--- src/rtl/modular_stream_cipher.sv ---
// Modular stream cipher: encrypts/decrypts an N-character message mod MOD_P with valid/ready I/O.
// Optional per-position rolling key enabled by defining KEY_ROLL_EN.
module modular_stream_cipher #(
   parameter int unsigned       DATA_W  = 8,
   parameter int unsigned       MOD_P   = 227,
   parameter logic [DATA_W-1:0] CHAR_LO = 8'h61,
   parameter logic [DATA_W-1:0] CHAR_HI = 8'h7A,
   parameter int unsigned       LEN_W   = 6
) (
   input  logic              clk,
   input  logic              rst_n,
   input  logic              start,
   input  logic [1:0]        mode,
   input  logic [DATA_W-1:0] key,
   input  logic [LEN_W-1:0]  msg_len,
   input  logic              in_valid,
   output logic              in_ready,
   input  logic [DATA_W-1:0] in_data,
   output logic              out_valid,
   input  logic              out_ready,
   output logic [DATA_W-1:0] out_data,
   output logic              out_last,
   output logic              out_err,
   output logic              busy,
   output logic              done,
   output logic              err_mode
);

   localparam logic [DATA_W:0] ModP    = (DATA_W+1)'(MOD_P);
   localparam logic [1:0]      ModeEnc = 2'b01;
   localparam logic [1:0]      ModeDec = 2'b10;

   typedef enum logic [1:0] {StIdle, StRun, StDrain} state_e;

   state_e            state_q, state_d;
   logic [DATA_W-1:0] key_q, key_d;
   logic [1:0]        mode_q;
   logic [LEN_W-1:0]  len_q, count_q;
   logic              out_valid_q, out_last_q, out_err_q;
   logic [DATA_W-1:0] out_data_q;
   logic              done_q, done_d, err_mode_q, err_mode_d;

   logic              in_hs, out_hs, mode_ok, job_load, last_beat, in_legal;
   logic [DATA_W:0]   key_ext, x_ext, k_ext, sum, diff;
   logic [DATA_W-1:0] key_red, res, result;
`ifdef KEY_ROLL_EN
   logic [DATA_W-1:0] key_roll;
`endif

   assign in_ready  = (state_q == StRun) && (!out_valid_q || out_ready);
   assign in_hs     = in_valid && in_ready;
   assign out_hs    = out_valid_q && out_ready;
   assign mode_ok   = (mode == ModeEnc) || (mode == ModeDec);
   assign last_beat = (count_q == len_q - LEN_W'(1));

   assign out_valid = out_valid_q;
   assign out_data  = out_data_q;
   assign out_last  = out_last_q;
   assign out_err   = out_err_q;
   assign busy      = (state_q != StIdle);
   assign done      = done_q;
   assign err_mode  = err_mode_q;

   // Arithmetic in DATA_W+1 bits; ModP > 2^(DATA_W-1) so one conditional correction suffices.
   always_comb begin
      key_ext = {1'b0, key};
      key_red = (key_ext >= ModP) ? DATA_W'(key_ext - ModP) : key;
      x_ext   = {1'b0, in_data};
      k_ext   = {1'b0, key_q};
      sum     = x_ext + k_ext;
      diff    = x_ext - k_ext;
      if (mode_q == ModeEnc) begin
         in_legal = (in_data >= CHAR_LO) && (in_data <= CHAR_HI);
         res      = (sum >= ModP) ? DATA_W'(sum - ModP) : DATA_W'(sum);
      end else begin
         in_legal = (x_ext < ModP);
         res      = diff[DATA_W] ? DATA_W'(diff + ModP) : DATA_W'(diff);
      end
      result = in_legal ? res : '0;
   end

`ifdef KEY_ROLL_EN
   assign key_roll = (k_ext + (DATA_W+1)'(1) == ModP) ? '0 : key_q + DATA_W'(1);
`endif

   always_comb begin
      key_d = key_q;
      if (job_load) begin
         key_d = key_red;
`ifdef KEY_ROLL_EN
      end else if (in_hs) begin
         key_d = key_roll;
`endif
      end
   end

   always_comb begin
      state_d    = state_q;
      done_d     = 1'b0;
      err_mode_d = 1'b0;
      job_load   = 1'b0;
      unique case (state_q)
         StIdle: begin
            if (start) begin
               if (!mode_ok) begin
                  err_mode_d = 1'b1;
               end else if (msg_len == '0) begin
                  done_d = 1'b1;
               end else begin
                  job_load = 1'b1;
                  state_d  = StRun;
               end
            end
         end
         StRun: begin
            if (in_hs && last_beat) state_d = StDrain;
         end
         StDrain: begin
            if (out_hs) begin
               done_d  = 1'b1;
               state_d = StIdle;
            end
         end
         default: state_d = StIdle;
      endcase
   end

   always_ff @(posedge clk or negedge rst_n) begin
      if (!rst_n) begin
         state_q    <= StIdle;
         done_q     <= 1'b0;
         err_mode_q <= 1'b0;
      end else begin
         state_q    <= state_d;
         done_q     <= done_d;
         err_mode_q <= err_mode_d;
      end
   end

   always_ff @(posedge clk or negedge rst_n) begin
      if (!rst_n) begin
         key_q   <= '0;
         mode_q  <= '0;
         len_q   <= '0;
         count_q <= '0;
      end else begin
         key_q <= key_d;
         if (job_load) begin
            mode_q  <= mode;
            len_q   <= msg_len;
            count_q <= '0;
         end else if (in_hs) begin
            count_q <= count_q + LEN_W'(1);
         end
      end
   end

   // An input transfer always reloads the output register, even when the sink drains it.
   always_ff @(posedge clk or negedge rst_n) begin
      if (!rst_n) begin
         out_valid_q <= 1'b0;
         out_data_q  <= '0;
         out_last_q  <= 1'b0;
         out_err_q   <= 1'b0;
      end else if (in_hs) begin
         out_valid_q <= 1'b1;
         out_data_q  <= result;
         out_last_q  <= last_beat;
         out_err_q   <= !in_legal;
      end else if (out_hs) begin
         out_valid_q <= 1'b0;
      end
   end

endmodule

--- config.mk ---
export PLATFORM = sky130hd
export DESIGN_NAME = modular_stream_cipher
export DESIGN_NICKNAME = d
export VERILOG_FILES = /design/src/rtl/modular_stream_cipher.sv
export SDC_FILE = /design/constraint.sdc
export NUM_CORES = 1
export LEC_CHECK = 0
export ABC_AREA = 1
export BUFFER_PORTS_ARGS = -buffer_cell sky130_fd_sc_hd__buf_4
export CAP_MARGIN = 20
export CORE_MARGIN = 2
export CORE_UTILIZATION = 53
export DETAILED_ROUTE_END_ITERATION = 12
export PLACE_DENSITY = 0.84
export SKIP_CTS_REPAIR_TIMING = 1
export SLEW_MARGIN = 20
export SYNTH_ARGS = -nofsm -noshare
export SYNTH_HDL_FRONTEND = slang
export SYNTH_SLANG_ARGS = --single-unit
--- constraint.sdc ---
create_clock -name clk -period 2.1 [get_ports clk]
set_clock_uncertainty 0.05 [all_clocks]
set_input_delay 0.21 -clock clk [delete_from_list [all_inputs] [get_ports clk]]
set_output_delay 0.21 -clock clk [all_outputs]
set_load 0.02 [all_outputs]
* After elaboration in Yosys (flattened, before gate mapping)
Index checks and enable logic that the tools add are counted.
** Operators by class
- Order comparisons :: 5
- Equality and inequality tests :: 11
- Multipliers :: 0
- Reductions and logical operators :: 15
- Shift operators :: 0
- Muxes and demuxes :: 28
- $add $sub $neg :: 7
- Bitwise logic cells :: 0
- Div/mod/pow operators :: 0
** Operators with widths (number)
- $mux 8 :: 5
- $sub 8x8->8 const B :: 2
- $mux 1 :: 14
- $mux 6 :: 2
- $mux 2 :: 5
- $add 8x8->9 :: 1
- $ge 9x8->1 const B :: 1
- $sub 8x8->9 :: 1
- $add 8x8->8 const B :: 1
- $ge 8x7->1 const B :: 1
- $ge 8x8->1 const B :: 1
- $le 8x7->1 const B :: 1
- $lt 8x8->1 const B :: 1
- $ne 2x2->1 const B :: 4
- $add 6x1->6 const B :: 1
- $eq 2x1->1 const B :: 3
- $eq 6x6->1 :: 1
- $logic_not 6->1 :: 1
- $pmux 2 s3 :: 1
- $reduce_bool 2->1 :: 3
- $sub 6x1->6 const B :: 1
- $logic_and 1x1->1 :: 5
- $reduce_and 5->1 :: 1
- $eq 2x2->1 const B :: 2
- other kinds (5) :: 7
** Storage, ports and cells
- Flip-flop bits (word level) :: 37
- Output and inout bits :: 15
- Bits in latches :: 0
- RAM bits :: 0
- Memory bits (read-only) :: 0
- Memories :: 0
- Input port bits :: 29

* Logic depth before layout (Yosys ltp)
Gate-level depths: netlist of the first run.
- Depth after elaboration :: 7
- Depth in mapped cells :: 20
- Depth with buffers taken out :: 19

* Worst setup path before layout of the first run
No wires, ideal clock.
- Path type :: register to register
- Start point :: register key_q[0]
- End point :: register out_data_q[6] (netlist: out_data[6])
- Library setup time :: 0.117 ns
- Period minus slack after synthesis :: 2.217 ns
- Arrival time :: 2.050 ns
- Stages on the path, launching flop included :: 15
- Data required time :: 1.933 ns
- Path slack :: -0.117 ns
- Cell sequence :: dfrtp_1 ha_1 fa_1 xnor2_2 inv_2 nand2_1 nand4_2 nand3_4 nand2_4 nand2_2 nand2_1 nand2_1 nand2_1 nand2_1 nand2_1
** On the way
- Word-level cells in the longest chain between the ends :: 5
** RTL lines
- start, declared :: RTL line 36 : logic [DATA_W-1:0] key_q, key_d;
- start signal, assigned :: RTL line 147 : key_q <= key_d;
- $sub 8x8->9 or $add 8x8->9 (tied branches) :: RTL line 71, 70
- $add 8x8->8, or another cell as far along :: RTL line 77 : res = diff[DATA_W] ? DATA_W'(diff + ModP) : DATA_W'(diff);
- $mux 8 (on tied branches) :: RTL line 77, 74
- $mux 8 (*) :: RTL line 72 : if (mode_q == ModeEnc) begin
- $mux 8 (*) :: RTL line 79 : result = in_legal ? res : '0;
- end signal, assigned :: RTL line 167 : out_data_q <= result;
- end, declared :: RTL line 40 : logic [DATA_W-1:0] out_data_q;
Mark *: on every way between the ends. The rest lies on a longest branch, timed or not.
A chain may end at the register's enable or synchronous reset.

* Worst setup path in the final report of the first run
- Start point :: register key_q[0]
- End point :: register out_data_q[3] (netlist: out_data[3])
Same word-level chain as after synthesis.

==> run_results.csv, run 1 <==
group,metric,value,unit
placed_design,place_area,0.00388,mm²
routing,ant_nets,0,
logic_synthesis,netlist_instances,443,
logic_synthesis,syn_nets,495,
clocking,cts-root-buf,"clkbuf_8",
floorplanning,rows,28,
floorplanning,dieHeight,81.6,µm
sta,setup_tns,-1.82,ns
global_route,grt.overflow.total,0,
logic_synthesis,synth.avg_cell_area,7.20,µm²
power_and_ir_drop,power.density,1740,mW/mm²
logic_synthesis,synth.distinct_cells,49,
routing,drtIter0Drc,223,
sta,fin_crit_sh,113,%
clocking,cts_htree_levels,2,
layout,layout-drive-gt1-share,29.9,%
logic_synthesis,ys_seq_area_share,29.0,%
logic_synthesis,synth_commonest_cells,"nand2_1, inv_1, nand3_1",
placed_design,numPortBuffers,43,
layout,n_antenna_cell,0,
sta,hold_viol_final,0,
layout,final_area,0.00413,mm²
floorplanning,ioPinCount,44,
clocking,path_clk_slew,0.07,ns
floorplanning,coreArea,0.00585,mm²
worst_setup_path,cp_max_fo,8,
sta,timing.fmax,422,MHz
sta,drv_slew,0,
layout,synthToLayoutAreaGrowth,29.5,%
global_route,grt_pass1_wl,13000,µm
logic_synthesis,synth_area_leaders,"dfrtp_1, nand2_1, ha_1",
logic_synthesis,synthArstFlopShare,100,%
floorplanning,die_width,81.6,µm
power_and_ir_drop,ir_drop,0.901,mV
logic_synthesis,synth_top_cell_by_area,"dfrtp_1",
routing,post-route-drc-count,0,
clocking,clk_path_buf_depth,2,
logic_synthesis,synth_flop_cell,"dfrtp_1",
clocking,cts_tree,"yes",
global_route,grt_pass1_vias,2993,
logic_synthesis,synth_top_cell_area_share,29.0,%
global_route,antenna_found_initial,0,
routing,avgRoutedWirePerCell,13.8,µm
placed_design,post-place-ws,-0.253,ns
floorplanning,initial_core_util,54.5,%
layout,nNetsFinal,582,
worst_setup_path,cp-start-kind,"flop",
global_route,grt_max_degree,38,
sta,layout_min_cycle_time,2.37,ns
routing,vias_per_cell,5.41,
routing,drt_pass1_iterations,4,
logic_synthesis,yosysWarnings,0,
layout,final_util,70.6,%
floorplanning,dieArea,0.00665,mm²
logic_synthesis,yosys_register_bits,37,
sta,worstMarginPinSlew,0.563,ns
clocking,cts_sinks,37,
power_and_ir_drop,power_leakage,2.16,nW
clocking,cts_buffers,5,
sta,setup_ws,-0.271,ns
worst_setup_path,cp.arrival,2.50,ns
placed_design,hpwl,6390,µm
worst_setup_path,r2r_cells,16,
hold_path,min_delay_path_depth,3,
worst_setup_path,cp-end-kind,"flop",
worst_setup_path,worstSetupPathType,"flop to flop",
placed_design,gp_congestion,0.874,
clocking,clk_latency,0.29,ns
logic_synthesis,syn_area,0.00319,mm²
logic_synthesis,yosys.cell_count.top_type,"nand2_1",
hold_path,hold_path.class,"input port to flop",
routing,wl,8380,µm
sta,slew_headroom,62.0,%
worst_setup_path,cp.required,2.22,ns
logic_synthesis,synth-edff-count,0,
sta,whs,0.0818,ns
outcome,violations,"negative setup slack",
flow_run,maxCapViolations,0,
global_route,grt_util_all_layers,25.0,%
sta,rsz0062_at_grt,"yes",
outcome,status,"complete, but fails checks",
sta,finalSetupViolCount,8,
routing,vias,3277,
[critical path, stage by stage (launching register included)]
cell	delay (ns)
dfrtp_1	0.44
ha_4	0.20
fa_2	0.43
nand2_4	0.09
nand2_4	0.06
nand3_4	0.07
nand2_4	0.07
nand2_4	0.07
nand2_4	0.07
nor2_8	0.10
nand3_4	0.12
nand2_4	0.14
nand2_1	0.06
nand2_1	0.06
nand2_1	0.08
nand3_2	0.08
nand2_1	0.07
[layer usage]
metal	wire, µm	GRT usage, %	up-vias
li1	-	-	1605
met3	438	3.96	24
met5	0	0	-
met4	204	7.50	0
met2	4220	44.9	130
met1	3510	30.7	1518
[through the flow]
stage / total power, mW / std cells
finish: 7.18 / 606
global placement: 5.91 / 594
floorplan: 4.48 / 443
detailed placement: 6.12 / 594
global route: 7.78 / 606
CTS: 6.81 / 602
[final timing paths]
check | slack, ns | from | to
min reg2reg | 0.44 | count_q[3] | count_q[4]
max reg2reg | -0.27 | key_q[0] | out_data[3]
max | -0.27 | key_q[0] | out_data[3]
min | 0.08 | msg_len[2] | len_q[2]
max in group asynchronous | 1.30 | rst_n | key_q[2]
min in group asynchronous | 0.37 | rst_n | out_data[5]
[logic make-up after synthesis]
logic type	Yosys count	share of synthesized area, %
flip-flops	37	29.0
AND/OR/NAND/NOR	232	34.7
AO/OA/AOI/OAI	59	11.6
XOR/XNOR	19	5.69
adder cells (fa/ha/maj)	23	9.49
buffers and inverters	73	9.53
[layout make-up]
class,instances,area [µm²]
fillers,434,1720
well taps,75,93.8
clock inverters,2,37.5
inverters,63,241
multi-input cells,333,2060
repair buffers,90,691
clock buffers,6,82.6
flip-flops and latches,37,926
[state kept, by name, summed over array words and instances (netlist names)]
name       count
key_q          8
out_data       8
count_q        6
len_q          6
mode_q         2
state_q        2
done           1
err_mode       1
out_err        1
out_last       1
out_valid      1
[cell usage in the layout (no fill, tap or decap), types with 4 or more instances in the layout]
| master | n |
|---|---|
| nor2_1 | 16 |
| nor2_2 | 7 |
| ha_2 | 4 |
| nand2_2 | 11 |
| nand3_1 | 43 |
| inv_2 | 10 |
| a21oi_2 | 5 |
| buf_4 | 88 |
| ha_1 | 15 |
| o21ai_1 | 5 |
| nand4_1 | 10 |
| xnor2_1 | 6 |
| xor2_1 | 10 |
| a21oi_1 | 16 |
| o21ai_0 | 17 |
| inv_1 | 51 |
| clkbuf_8 | 6 |
| nor3_1 | 5 |
| dfrtp_1 | 37 |
| nand2_1 | 118 |
| nand2_4 | 6 |
[report_power, final]
group / internal [mW] / leakage, nW / switching, mW
Combinational: 2.27 / 1.64 / 3.02
Sequential: 1.01 / 0.465 / 0.227
Clock: 0.386 / 0.0574 / 0.268
Total: 3.67 / 2.16 / 3.51
Note: power is estimated with default switching activity, not from simulation.
==> run 2: changes to the inputs <==
--- a/config.mk
+++ b/config.mk
@@ -7,9 +7,9 @@
 export LEC_CHECK = 0
-export ABC_AREA = 1
 export BUFFER_PORTS_ARGS = -buffer_cell sky130_fd_sc_hd__buf_4
 export CAP_MARGIN = 20
+export CORE_ASPECT_RATIO = 2
 export CORE_MARGIN = 2
-export CORE_UTILIZATION = 53
+export CORE_UTILIZATION = 52
 export DETAILED_ROUTE_END_ITERATION = 12
-export PLACE_DENSITY = 0.84
+export PLACE_DENSITY = 0.83
 export SKIP_CTS_REPAIR_TIMING = 1
--- a/constraint.sdc
+++ b/constraint.sdc
@@ -4,2 +4,2 @@
 set_output_delay 0.21 -clock clk [all_outputs]
-set_load 0.02 [all_outputs]
+set_load 0.05 [all_outputs]
==> run 2 against run 1 <==
The run still ends with negative setup slack left. Via count grew 3.6%. Clock-buffer cell count is 1 lower. Area after synthesis decreased by 4.4%. Largest power group unchanged.
==> run_results.csv, run 2 <==
group,metric,value,unit
outcome,status,"complete, but fails checks",
outcome,violations,"negative setup slack",
sta,slew_headroom,65.4,%
layout,final_util,79.8,%
routing,post-route-drc-count,0,
clocking,cts_sinks,37,
logic_synthesis,synth.distinct_cells,72,
clocking,cts-root-buf,"clkbuf_16",
layout,layout-drive-gt1-share,44.7,%
layout,finalNonFillerCells,540,
power_and_ir_drop,internal_power,4.73,mW
worst_setup_path,cp.arrival,2.94,ns
floorplanning,ioPinCount,44,
floorplanning,rows,39,
hold_path,hold_path.class,"input port to flop",
global_route,grt_use_met1,28.8,%
routing,vias_per_cell,6.29,
layout,final_cell_mix,"buf_4, nand2_1, dfrtp_1",
worst_setup_path,cp-end-kind,"flop",
sta,whs,0.0755,ns
floorplanning,initial_core_util,53.4,%
global_route,grt_max_degree,38,
worst_setup_path,crit_chain,"ha_4 -> fa_2 -> nand2b_4 -> a211o_1 -> a211oi_2 -> nand2_2 -> o31ai_4 -> buf_4 -> mux2i_2 -> o21ai_1",
logic_synthesis,synth_commonest_cells,"nand2_1, dfrtp_1, nor2_1",
sta,fin_crit_sh,135,%
routing,vias,3394,
sta,setup_ws,-0.728,ns
routing,ant_nets,0,
placed_design,gp_congestion,0.958,
logic_synthesis,synth_area_leaders,"dfrtp_1, ha_1, xnor2_1",
global_route,grt_util_all_layers,31.2,%
power_and_ir_drop,power_leakage,2.12,nW
worst_setup_path,cp_max_fo,7,
logic_synthesis,syn_nets,399,
placed_design,hpwl,7380,µm
sta,worstMarginPinSlew,0.514,ns
global_route,antenna_found_initial,0,
placed_design,numPortBuffers,43,
logic_synthesis,synth.avg_cell_area,8.79,µm²
worst_setup_path,cp-start-kind,"flop",
global_route,use_met2,58.4,%
sta,rsz0062_at_grt,"yes",
floorplanning,dieHeight,112,µm
layout,mostFrequentLayoutCell,"buf_4",
logic_synthesis,yosys.cell_count.top_type,"nand2_1",
routing,wl,11300,µm
worst_setup_path,worstSetupPathType,"flop to flop",
layout,synthToLayoutAreaGrowth,49.5,%
power_and_ir_drop,p_total,9.05,mW
global_route,grt_pass1_wl,15700,µm
flow_run,maxCapViolations,0,
sta,layout_min_cycle_time,2.83,ns
floorplanning,die_width,58.1,µm
clocking,clk_latency,0.28,ns
sta,timing.fmax,354,MHz
logic_synthesis,synthArstFlopShare,100,%
sta,hold_viol_final,0,
power_and_ir_drop,ir_drop,1.55,mV
routing,drtIter0Drc,241,
worst_setup_path,critPathSlowestCell,"dfrtp_2",
clocking,cts_buffers,5,
clocking,cts_tree,"yes",
clocking,path_clk_slew,0.06,ns
placed_design,dp_cells,522,
logic_synthesis,yosysWarnings,0,
power_and_ir_drop,pwr-share-clk,9.7,%
routing,drt_pass1_iterations,5,
global_route,grt_pass1_vias,3502,
power_and_ir_drop,switching_share,47.8,%
power_and_ir_drop,power.density,1990,mW/mm²
logic_synthesis,synth-edff-count,0,
sta,drv_slew,0,
logic_synthesis,yosys_register_bits,37,
logic_synthesis,netlist_instances,347,
power_and_ir_drop,seqPwrFrac,14.5,%
floorplanning,coreArea,0.00571,mm²
clocking,cts_htree_levels,2,
floorplanning,dieArea,0.00653,mm²
worst_setup_path,cp.required,2.21,ns
logic_synthesis,ys_seq_area_share,30.4,%
placed_design,post-place-ws,-0.700,ns
power_and_ir_drop,comb_power_share,75.9,%
sta,finalSetupViolCount,8,
power_and_ir_drop,switchingPower,4.32,mW
clocking,clk_path_buf_depth,2,
global_route,met3_usage,4.15,%
worst_setup_path,worst_path_largest_cell_delay,0.45,ns
global_route,grt.overflow.total,0,
routing,avgRoutedWirePerCell,20.9,µm
layout,n_antenna_cell,0,
logic_synthesis,synth_top_cell_by_area,"dfrtp_1",
logic_synthesis,synth_flop_cell,"dfrtp_1",
logic_synthesis,syn_area,0.00305,mm²
logic_synthesis,synth_top_cell_area_share,30.4,%
layout,nNetsFinal,530,
global_route,gr-max-usage-layer,"met2",
run 2: changes by cell type after synthesis, sizes merged, moves of 6 or more:
cell,previous run,this run
a21oi,23,17
inv,62,21
nand2,135,42
nand3,47,7
nand4,11,5
nor2b,0,6
nor3,6,12
xnor2,8,21
run 2: final cells by class:
type	instances	area (µm²)
multi-input combinational	277	2280
fill	345	1150
timing repair buffer	136	1030
sequential	37	928
clock buffer	5	125
inverter	21	78.8
tap	61	76.3
clock inverter	3	43.8
run 2: kinds of logic after synthesis:
| logic type | share of synthesized area (%) |
|---|---|
| xor+xnor | 9.15 |
| simple gates | 23.6 |
| flops | 30.4 |
| buf+inv | 5.21 |
| compound gates | 20.8 |
| fa+ha+maj | 9.93 |
| mux | 0.985 |
run 2: critical path, delay by kind of cell (launching register included):
| kind | cells | cell delay (ns) |
|---|---|---|
| compound gates | 4 | 1.15 |
| fa+ha+maj | 2 | 0.42 |
| buf+inv | 1 | 0.19 |
| flops | 1 | 0.45 |
| mux | 1 | 0.22 |
| simple gates | 2 | 0.23 |
run 2: path summary, 6_finish.rpt:
path / from / to / slack (ns) / cells after the start
worst max-delay path: key_q[0] / out_data[1] / -0.73 / 10
min in group asynchronous: rst_n / out_data[6] / 0.38 / 2
worst min register to register: len_q[5] / len_q[5] / 0.46 / 2
max in group asynchronous: rst_n / out_valid / 1.23 / 2
worst min-delay path: msg_len[5] / len_q[5] / 0.08 / 3
worst max register to register: key_q[0] / out_data[1] / -0.73 / 10
run 2: power groups by stage:
stage	clock network, mW	logic (mW)	registers, mW
final	0.876	6.87	1.31
after global routing	0.911	7.27	1.34
after CTS	0.876	5.85	1.28
after detailed placement	0	5.75	1.29
after global placement	0	5.58	1.26
after floorplan	0	3.29	1.59
run 2: metal layers:
metal / up-vias / share of wire, %
li1: 1505 / -
met1: 1658 / 33
met2: 167 / 56
met3: 64 / 4.2
met4: 0 / 6.3
met5: - / 0
run 2: metrics by stage:
| stage | instance area (µm²) | setup TNS, ns |
|---|---|---|
| 2_1_floorplan | 3170 | -2.32 |
| 3_3_place_gp | 4110 | -4.01 |
| 3_5_place_dp | 4110 | -4.43 |
| 4_1_cts | 4280 | -5.04 |
| 5_1_grt | 4560 | -6.00 |
| 6_report | 4560 | -5.19 |
